[config.mk]
export PLATFORM = sky130hd
export DESIGN_NAME = if_stage
export DESIGN_NICKNAME = d
export VERILOG_FILES = /design/src/rtl/if_stage.sv
export SDC_FILE = /design/constraint.sdc
export NUM_CORES = 1
export LEC_CHECK = 0
export CORE_ASPECT_RATIO = 0.5
export CORE_MARGIN = 8
export CORE_UTILIZATION = 45
export DETAILED_ROUTE_END_ITERATION = 10
export PLACE_DENSITY = 0.9
export SLEW_MARGIN = 20
export SYNTH_ARGS = -nofsm -noshare
export SYNTH_HDL_FRONTEND = slang
export SYNTH_SLANG_ARGS = --single-unit
[constraint.sdc]
create_clock -name clk -period 3.3 [get_ports clk]
set_input_delay 0.66 -clock clk [delete_from_list [all_inputs] [get_ports clk]]
set_output_delay 0.66 -clock clk [all_outputs]
set_load 0.01 [all_outputs]
[src/rtl/if_stage.sv]
// Instruction-fetch stage: computes the next PC, drives the synchronous instruction
// SRAM and holds the fetched {pc, instr} pair steady for decode across stalls.
module if_stage #(
  parameter logic [31:0] RESET_PC = 32'h0000_0000
) (
  input  logic        clk,
  input  logic        reset,
  input  logic        fs_ds_reg_allow_in,
  input  logic [32:0] branch_data,
  input  logic [31:0] instr,
  output logic        fs_to_ds_reg_valid,
  output logic [63:0] fs_data,
  output logic [31:0] instr_sram_addr,
  output logic [31:0] instr_sram_wdata,
  output logic        instr_sram_en,
  output logic        instr_sram_wen
);

  logic        br_taken;
  logic [31:0] br_target;

  logic        fs_valid;
  logic [31:0] fs_pc;
  logic        pending_br;
  logic [31:0] pending_target;
  logic        buf_valid;
  logic [31:0] instr_buf;

  logic        fs_allowin;
  logic        eff_taken;
  logic [31:0] eff_target;
  logic [31:0] nextpc;
  logic [31:0] fs_instr;

  assign br_taken  = branch_data[32];
  assign br_target = branch_data[31:0];

  // A live branch outranks one latched during an earlier stall cycle.
  assign eff_taken  = br_taken | pending_br;
  assign eff_target = br_taken ? br_target : pending_target;
  assign nextpc     = eff_taken ? eff_target : fs_pc + 32'd4;

  // The stage always finishes in one cycle, so it can accept whenever decode can.
  assign fs_allowin = ~fs_valid | fs_ds_reg_allow_in;

  assign instr_sram_addr  = nextpc;
  assign instr_sram_en    = ~reset & fs_allowin;
  assign instr_sram_wen   = 1'b0;
  assign instr_sram_wdata = 32'h0;

  // NOTE: all state updates use non-blocking assignments so every register
  // samples the pre-edge values of its neighbours, independent of block order.
  always_ff @(posedge clk) begin
    if (reset) begin
      fs_valid       <= 1'b0;
      fs_pc          <= RESET_PC - 32'd4;
      pending_br     <= 1'b0;
      pending_target <= 32'h0;
      buf_valid      <= 1'b0;
    end else if (fs_allowin) begin
      fs_valid   <= 1'b1;
      fs_pc      <= nextpc;
      pending_br <= 1'b0;
      buf_valid  <= 1'b0;
    end else begin
      // Stalled with a valid instruction: remember redirects, freeze the SRAM word.
      if (br_taken) begin
        pending_br     <= 1'b1;
        pending_target <= br_target;
      end
      buf_valid <= 1'b1;
    end
  end

  // NOTE: the data buffer has no reset; buf_valid alone says whether it is meaningful.
  always_ff @(posedge clk) begin
    if (!reset && !fs_allowin && !buf_valid) begin
      instr_buf <= instr;
    end
  end

  // SRAM data is only valid the cycle after the read; later stall cycles use the copy.
  assign fs_instr = buf_valid ? instr_buf : instr;

  assign fs_to_ds_reg_valid = fs_valid;
  assign fs_data            = {fs_pc, fs_instr};

endmodule

==> flow_metrics.tcl, run 1 <==
set metrics [dict create \
    initial_core_util_pct 46.7 \
    power.leakage_nw 2.93 \
    wire_per_inst_um 19.4 \
    drtPass1Iterations 5 \
    totalWireLength_mm 16.9 \
    numCtsBuffers 9 \
    antenna_found_initial 0 \
    start_kind "input port" \
    hold-path-endpoint "pending_target[30]" \
    clock_path_buffers 2 \
    grtUsageTotal_pct 20.6 \
    hold_violations 0 \
    synth_top_family_by_area "compound AO/OA/AOI/OAI gates" \
    rows 27 \
    fp.dieH_um 92.1 \
    synth_area_leaders "dfxtp_1 26%, edfxtp_1 18%, mux2_2 7.4%, buf_4 4.8%, a21oi_1 3.9%" \
    end_kind "output pin" \
    rr_worst_depth 7 \
    setup_viol 0 \
    synth_adder_area_share_pct 0.240 \
    synth-seq-area-share_pct 44.2 \
    rrSetupSlack_ns 1.21 \
    synth_xor_area_share_pct 4.71 \
    status "completed" \
    slew_viol_final 0 \
    die_w_um 168 \
    htreeDepth 3 \
    fmax_mhz 312 \
    synthToLayoutAreaGrowth_pct 44.2 \
    path_class "input port to output pin" \
    synth_top_area_share_pct 25.8 \
    numPortBuffers 165 \
    yosysMostFrequentCell "dfxtp_1" \
    crit_path_start "branch_data[32]" \
    seqCellArea_um2 2310 \
    hpwl_mm 12.4 \
    min_path_cells 2 \
    r2r_start "fs_to_ds_reg_valid" \
    synthSimpleGateAreaFrac_pct 11.8 \
    cp_max_fo 17 \
    worstSkewPairLatency_ns 0.34 \
    netlist-cell-type-count 61 \
    drt_iter0_drc 379 \
    ys.flop_type "dfxtp_1" \
    grt_pass1_vias 4947 \
    hold_path_class "register to register" \
    use_met2_pct 35.6 \
    critPathBufInv 3 \
    num_vias 5003 \
    cp_common_cell "clkdlybuf4s50_1" \
    worstPathArrival_ns 2.55 \
    routed_via_density 5.74 \
    drv_cap 0 \
    syn_area_per_cell_um2 9.79 \
    synth_top_cell_by_area "dfxtp_1" \
    cts_tree "yes" \
    final_cells 871 \
    multi_input_area_um2 2640 \
    period_share_pct 97.2 \
    fin_nets 790 \
    hold_start "pending_target[30]" \
    path_cells "clkdlybuf4s50_1 -> buf_6 -> mux2i_1 -> and2_1 -> a21oi_1 -> clkdlybuf4s50_1" \
    synthCells 532 \
    critPathSlowestCell "clkdlybuf4s50_1" \
    clkPwrFrac_pct 31.5 \
    async_flop_share_pct 0 \
    skew_ns 0.00461 \
    cts_root_buffer "clkbuf_16" \
    globalplace.congestion 0.873 \
    ir_worst_vdd_uv 255 \
    yosysWarningCount 0 \
    drive_gt1_share_pct 16.5 \
    antenna_cells 0 \
    drc 0 \
    cts.sinks 99 \
    synth_edf_count 32 \
    crit_family "buffers and inverters" \
    synthMuxAreaShare_pct 11.0 \
    comb_power_share_pct 27.5 \
    switchingPower_mw 0.975 \
    seq_power_share_pct 41.0 \
    synthTopCellsByCount "67 x dfxtp_1, 41 x a21oi_1, 38 x nand2_1" \
    grt_pass1_wl_mm 26.0 \
    die_area_um2 15500 \
    synth-seq-cells 99 \
    max_stage_delay_ns 0.59 \
    use_met1_pct 24.1 \
    timing.rr.end "fs_pc[25]" \
    swShare_pct 28.8 \
    synth_compound_gate_area_share_pct 19.9 \
    p_int_mw 2.41 \
    p_per_area_nw_per_um2 450 \
    ant_nets 0 \
    final.min_clock_period_ns 3.21 \
    path_clk_slew_ns 0.06 \
    fin_tns_setup_ns 0 \
    core_um2 11100 \
    use_met3_pct 5.77 \
    grt_overflow_total 0 \
    synth.cell_area_um2 5210 \
    grt_busiest_layer "met2" \
    ios 199 \
    grt_max_degree 33 \
    cp.required_ns 2.64 \
    dpl.cell_count 851 \
    fill_cells 796 \
]
==> sequential cells by signal, indices dropped and copies added (netlist names) <==
signal              cells
pending_br              1
pending_target         32
instr_buf              32
fs_pc                  32
buf_valid               1
fs_to_ds_reg_valid      1
==> power by group through the flow <==
stage	Clock, mW	Sequential [mW]	Combinational, mW
after global placement	0	1.40	0.891
after CTS	1.08	1.38	0.919
final	1.06	1.39	0.930
after detailed placement	0	1.41	0.909
after floorplan	0	1.42	0.450
after global routing	1.12	1.39	0.992
==> worst max path at each step <==
| stage | to | cells after the start |
|---|---|---|
| after global routing | instr_sram_addr[18] | 9 |
| final | instr_sram_addr[13] | 6 |
| after CTS | instr_sram_addr[30] | 8 |
| after detailed placement | instr_sram_addr[30] | 6 |
| after floorplan | instr_buf[0] | 4 |
| after global placement | instr_sram_addr[19] | 6 |
==> metal layers <==
layer / routed length [um] / vias to the layer above / part of all wire [%]
met4: 500 / 0 / 3.0
met1: 6700 / 2365 / 40
met3: 1540 / 51 / 9.1
met5: 0 / - / 0
met2: 8120 / 302 / 48
li1: - / 2285 / -
==> worst register-to-register path, cell delays in order (launching register included) <==
cell and delay (ns):
dfxtp_1 0.32, nor2b_1 0.17, or2_2 0.30, clkinv_1 0.07
buf_4 0.30, nand2_1 0.35, a211o_1 0.36, o221a_2 0.12
==> what timing repair did <==
item,4_1_cts,5_1_grt
pin swaps,1,1
hold buffers,0,0
resized for setup,16,15
setup endpoints to repair,9,17
buffers inserted,1,3
==> cell usage in the layout (no fill, tap or decap), types with 3 or more instances in the layout <==
cell               n
a41oi_1            3
o22ai_1            8
dfxtp_1           59
nand2_1           38
inv_1              8
clkbuf_16         10
a22o_1            22
nor3_1             3
and3_1             4
xor2_1            13
nor2_2             4
nand4_1            6
dlymetal6s2s_1    10
o22a_1            14
mux2i_1           19
nand3_1           10
edfxtp_1          32
buf_4             45
o21a_1             3
clkdlybuf4s50_1  151
dfxtp_2            8
conb_1            33
a31oi_1            8
mux2_2            34
and2_1             9
a21oi_1           41
a2bb2oi_1          6
and4_1             5
dlygate4sd2_1      3
nor2_1            19
xnor2_1           15
o21ai_0           30
nor4_1             3
a221oi_1           3
==> logic make-up (layout without fill, tap and decap cells) <==
logic type,after synthesis,count (layout)
flip-flops,99,99
other,1,33
XOR/XNOR,28,28
AO/OA/AOI/OAI,155,155
adder cells (fa/ha/maj),1,1
buffers and inverters,76,238
AND/OR/NAND/NOR,119,119
multiplexers,53,53
==> final cells by class <==
| cell class | count | area share [%] |
|---|---|---|
| clock buffers | 12 | 3.70 |
| flip-flops and latches | 99 | 30.8 |
| multi-input cells | 389 | 35.1 |
| clock inverters | 4 | 0.400 |
| well taps | 145 | 2.42 |
| inverters | 10 | 0.500 |
| repair buffers | 212 | 27.1 |
==> metrics by stage <==
stage | area [um2] | hold WS [ns] | power, mW | util [%] | worst slack [ns]
global route | 7510 | 0.484 | 3.50 | 67.4 | -0.00604
CTS | 7450 | 0.459 | 3.38 | 66.8 | 0.0121
detailed placement | 7110 | 0.444 | 2.32 | 63.8 | -0.0174
global placement | 7110 | 0.434 | 2.30 | 63.8 | 0.0451
floorplan | 5330 | 0.424 | 1.87 | - | 0.294
finish | 7510 | 0.459 | 3.38 | 67.4 | 0.0914
Power figures use the tool's default switching activity.
==> run 2: changes to the inputs <==
Settings changed: GPL_ROUTABILITY_DRIVEN from default to 0.
==> results of run 2 <==
No change in the layout: final DEF, timing and power equal those of run 1.
==> run 3: changes to the inputs <==
==> constraint.sdc (replaced) <==
create_clock -name clk -period 3.3 [get_ports clk]
set_input_delay 0.66 -clock clk [delete_from_list [all_inputs] [get_ports clk]]
set_output_delay 0.66 -clock clk [all_outputs]
set_load 0.1 [all_outputs]
==> flow_metrics.tcl, run 3 (synthesized netlist as in run 1, its figures left out) <==
set metrics [dict create \
    fin_nets 762 \
    synthToLayoutAreaGrowth_pct 56.3 \
    hold_violations 0 \
    cts_tree "yes" \
    cts_root_buffer "clkbuf_16" \
    worst_pin_slew_ns 0.652 \
    seqCellArea_um2 2360 \
    fmax_mhz 315 \
    num_vias 5032 \
    die_area_um2 15500 \
    htreeDepth 3 \
    end_kind "output pin" \
    multi_input_area_um2 2890 \
    power.leakage_nw 3.13 \
    hold_slack_ns 0.459 \
    fp.dieH_um 92.1 \
    grt_overflow_total 0 \
    dpl.cell_count 827 \
    grt_pass1_wl_mm 27.5 \
    drv_cap 0 \
    r2r_start "fs_pc[5]" \
    period_share_pct 96.1 \
    final_cells 843 \
    rr_worst_depth 6 \
    min_path_cells 2 \
    postCtsSetupBuffers 0 \
    path_class "register to output pin" \
    numCtsBuffers 9 \
    wire_per_inst_um 20.9 \
    slew_viol_final 0 \
    cp_max_fo 7 \
    antenna_found_initial 0 \
    hpwl_mm 13.0 \
    initial_core_util_pct 46.7 \
    hold_start "pending_target[27]" \
    totalWireLength_mm 17.6 \
    core_um2 11100 \
    dr_wl_met3_mm 1.30 \
    grt_pass1_vias 4998 \
    numPortBuffers 165 \
    hold_path_class "register to register" \
    fill_cells 707 \
    cp.required_ns 2.64 \
    ant_nets 0 \
    drt_iter0_drc 540 \
    p_per_area_nw_per_um2 557 \
    worstPathArrival_ns 2.51 \
    path_clk_slew_ns 0.07 \
    clock_path_buffers 2 \
    utilization_pct 73.0 \
    postLayoutCellArea_um2 8140 \
    final.min_clock_period_ns 3.17 \
    routed-wl-met2_mm 8.68 \
    start_kind "register" \
    drtPass1Iterations 5 \
    worstSkewPairLatency_ns 0.35 \
    timing.rr.end "fs_pc[23]" \
    fin_tns_setup_ns 0 \
    routed_via_density 5.97 \
    status "completed" \
    rows 27 \
    ios 199 \
    max_slew_margin_pct 56.1 \
    cts.sinks 99 \
    rsz0062_at_grt "false" \
    mostFrequentLayoutCells "67 x buf_12, 66 x clkdlybuf4s50_1, 50 x buf_4, 43 x dfxtp_1, 38 x nand2_1" \
    ir_worst_vdd_uv 296 \
    wl_met1_mm 6.85 \
    die_w_um 168 \
    antenna_cells 0 \
    dpl_cell_area_um2 7840 \
    grt_max_degree 34 \
    drc 0 \
    layout.cells.most_common "buf_12" \
    hold_buffers 0 \
    setup_viol 0 \
    highest_layer "met4" \
    reg_top3 "fs_pc (32), instr_buf (32), pending_target (32)" \
    grtUsageTotal_pct 21.9 \
    hold-path-endpoint "pending_target[27]" \
    rrSetupSlack_ns 1.20 \
    drive_gt1_share_pct 33.8 \
    skew_ns 0.00646 \
]
run 3: cell count changes in the layout (fill, tap and decap cells not counted), moves of 6 or more:
cell	before	now
buf_12	0	67
a21oi_1	41	23
dlymetal6s2s_1	10	0
a21oi_4	0	18
clkdlybuf4s50_1	151	66
dfxtp_4	0	10
dfxtp_1	59	43
dfxtp_2	8	14
run 3: power breakdown:
group / total [mW] / switching, mW / internal, mW
clock network: 1.04 / 0.496 / 0.546
logic: 2.09 / 1.46 / 0.633
registers: 1.40 / 0.0767 / 1.33
total: 4.53 / 2.03 / 2.50
run 3: worst max path at each step:
stage | from | end | slack [ns]
after floorplan | branch_data[32] | instr_sram_addr[0] | -0.68
after global placement | fs_pc[4] | instr_sram_addr[29] | 0.50
after detailed placement | fs_pc[5] | instr_sram_addr[29] | 0.44
after CTS | fs_pc[5] | instr_sram_addr[29] | 0.06
after global routing | fs_pc[3] | instr_sram_addr[30] | 0.02
final | fs_pc[5] | instr_sram_addr[29] | 0.13
run 3: worst max-delay path, stage by stage, from the launching register on:
cell,delay [ns]
dfxtp_4,0.38
nand4_1,0.25
or4_4,0.65
or3_4,0.36
xor2_1,0.18
a21oi_4,0.16
buf_12,0.19
run 3: per-stage QoR:
stage          total power [mW]  worst slack [ns]
6_report                   4.53             0.129
5_1_grt                    4.65            0.0161
4_1_cts                    4.53            0.0550
3_5_place_dp               3.49             0.442
3_3_place_gp               3.46             0.499
2_1_floorplan              2.88            -0.685
run 3: timing repair:
item                                    4_1_cts  5_1_grt
resized for setup                             0        3
endpoints found under the setup margin        0        3
endpoints found under the hold margin         0        0
run 3: area by class of cell:
type                            count  share of cell area [%]
Clock inverter                      6                   0.645
Inverter                           10                   0.461
Clock buffer                       10                    2.94
Tap cell                          145                    2.23
Multi-Input combinational cell    389                    35.5
Sequential cell                    99                    29.0
Timing Repair Buffer              184                    29.3
run 3: layer usage:
metal | vias to the layer above | GRT usage, %
li1 | 2220 | -
met1 | 2421 | 25.6
met2 | 315 | 38.7
met3 | 76 | 4.75
met4 | 0 | 8.93
met5 | - | 0
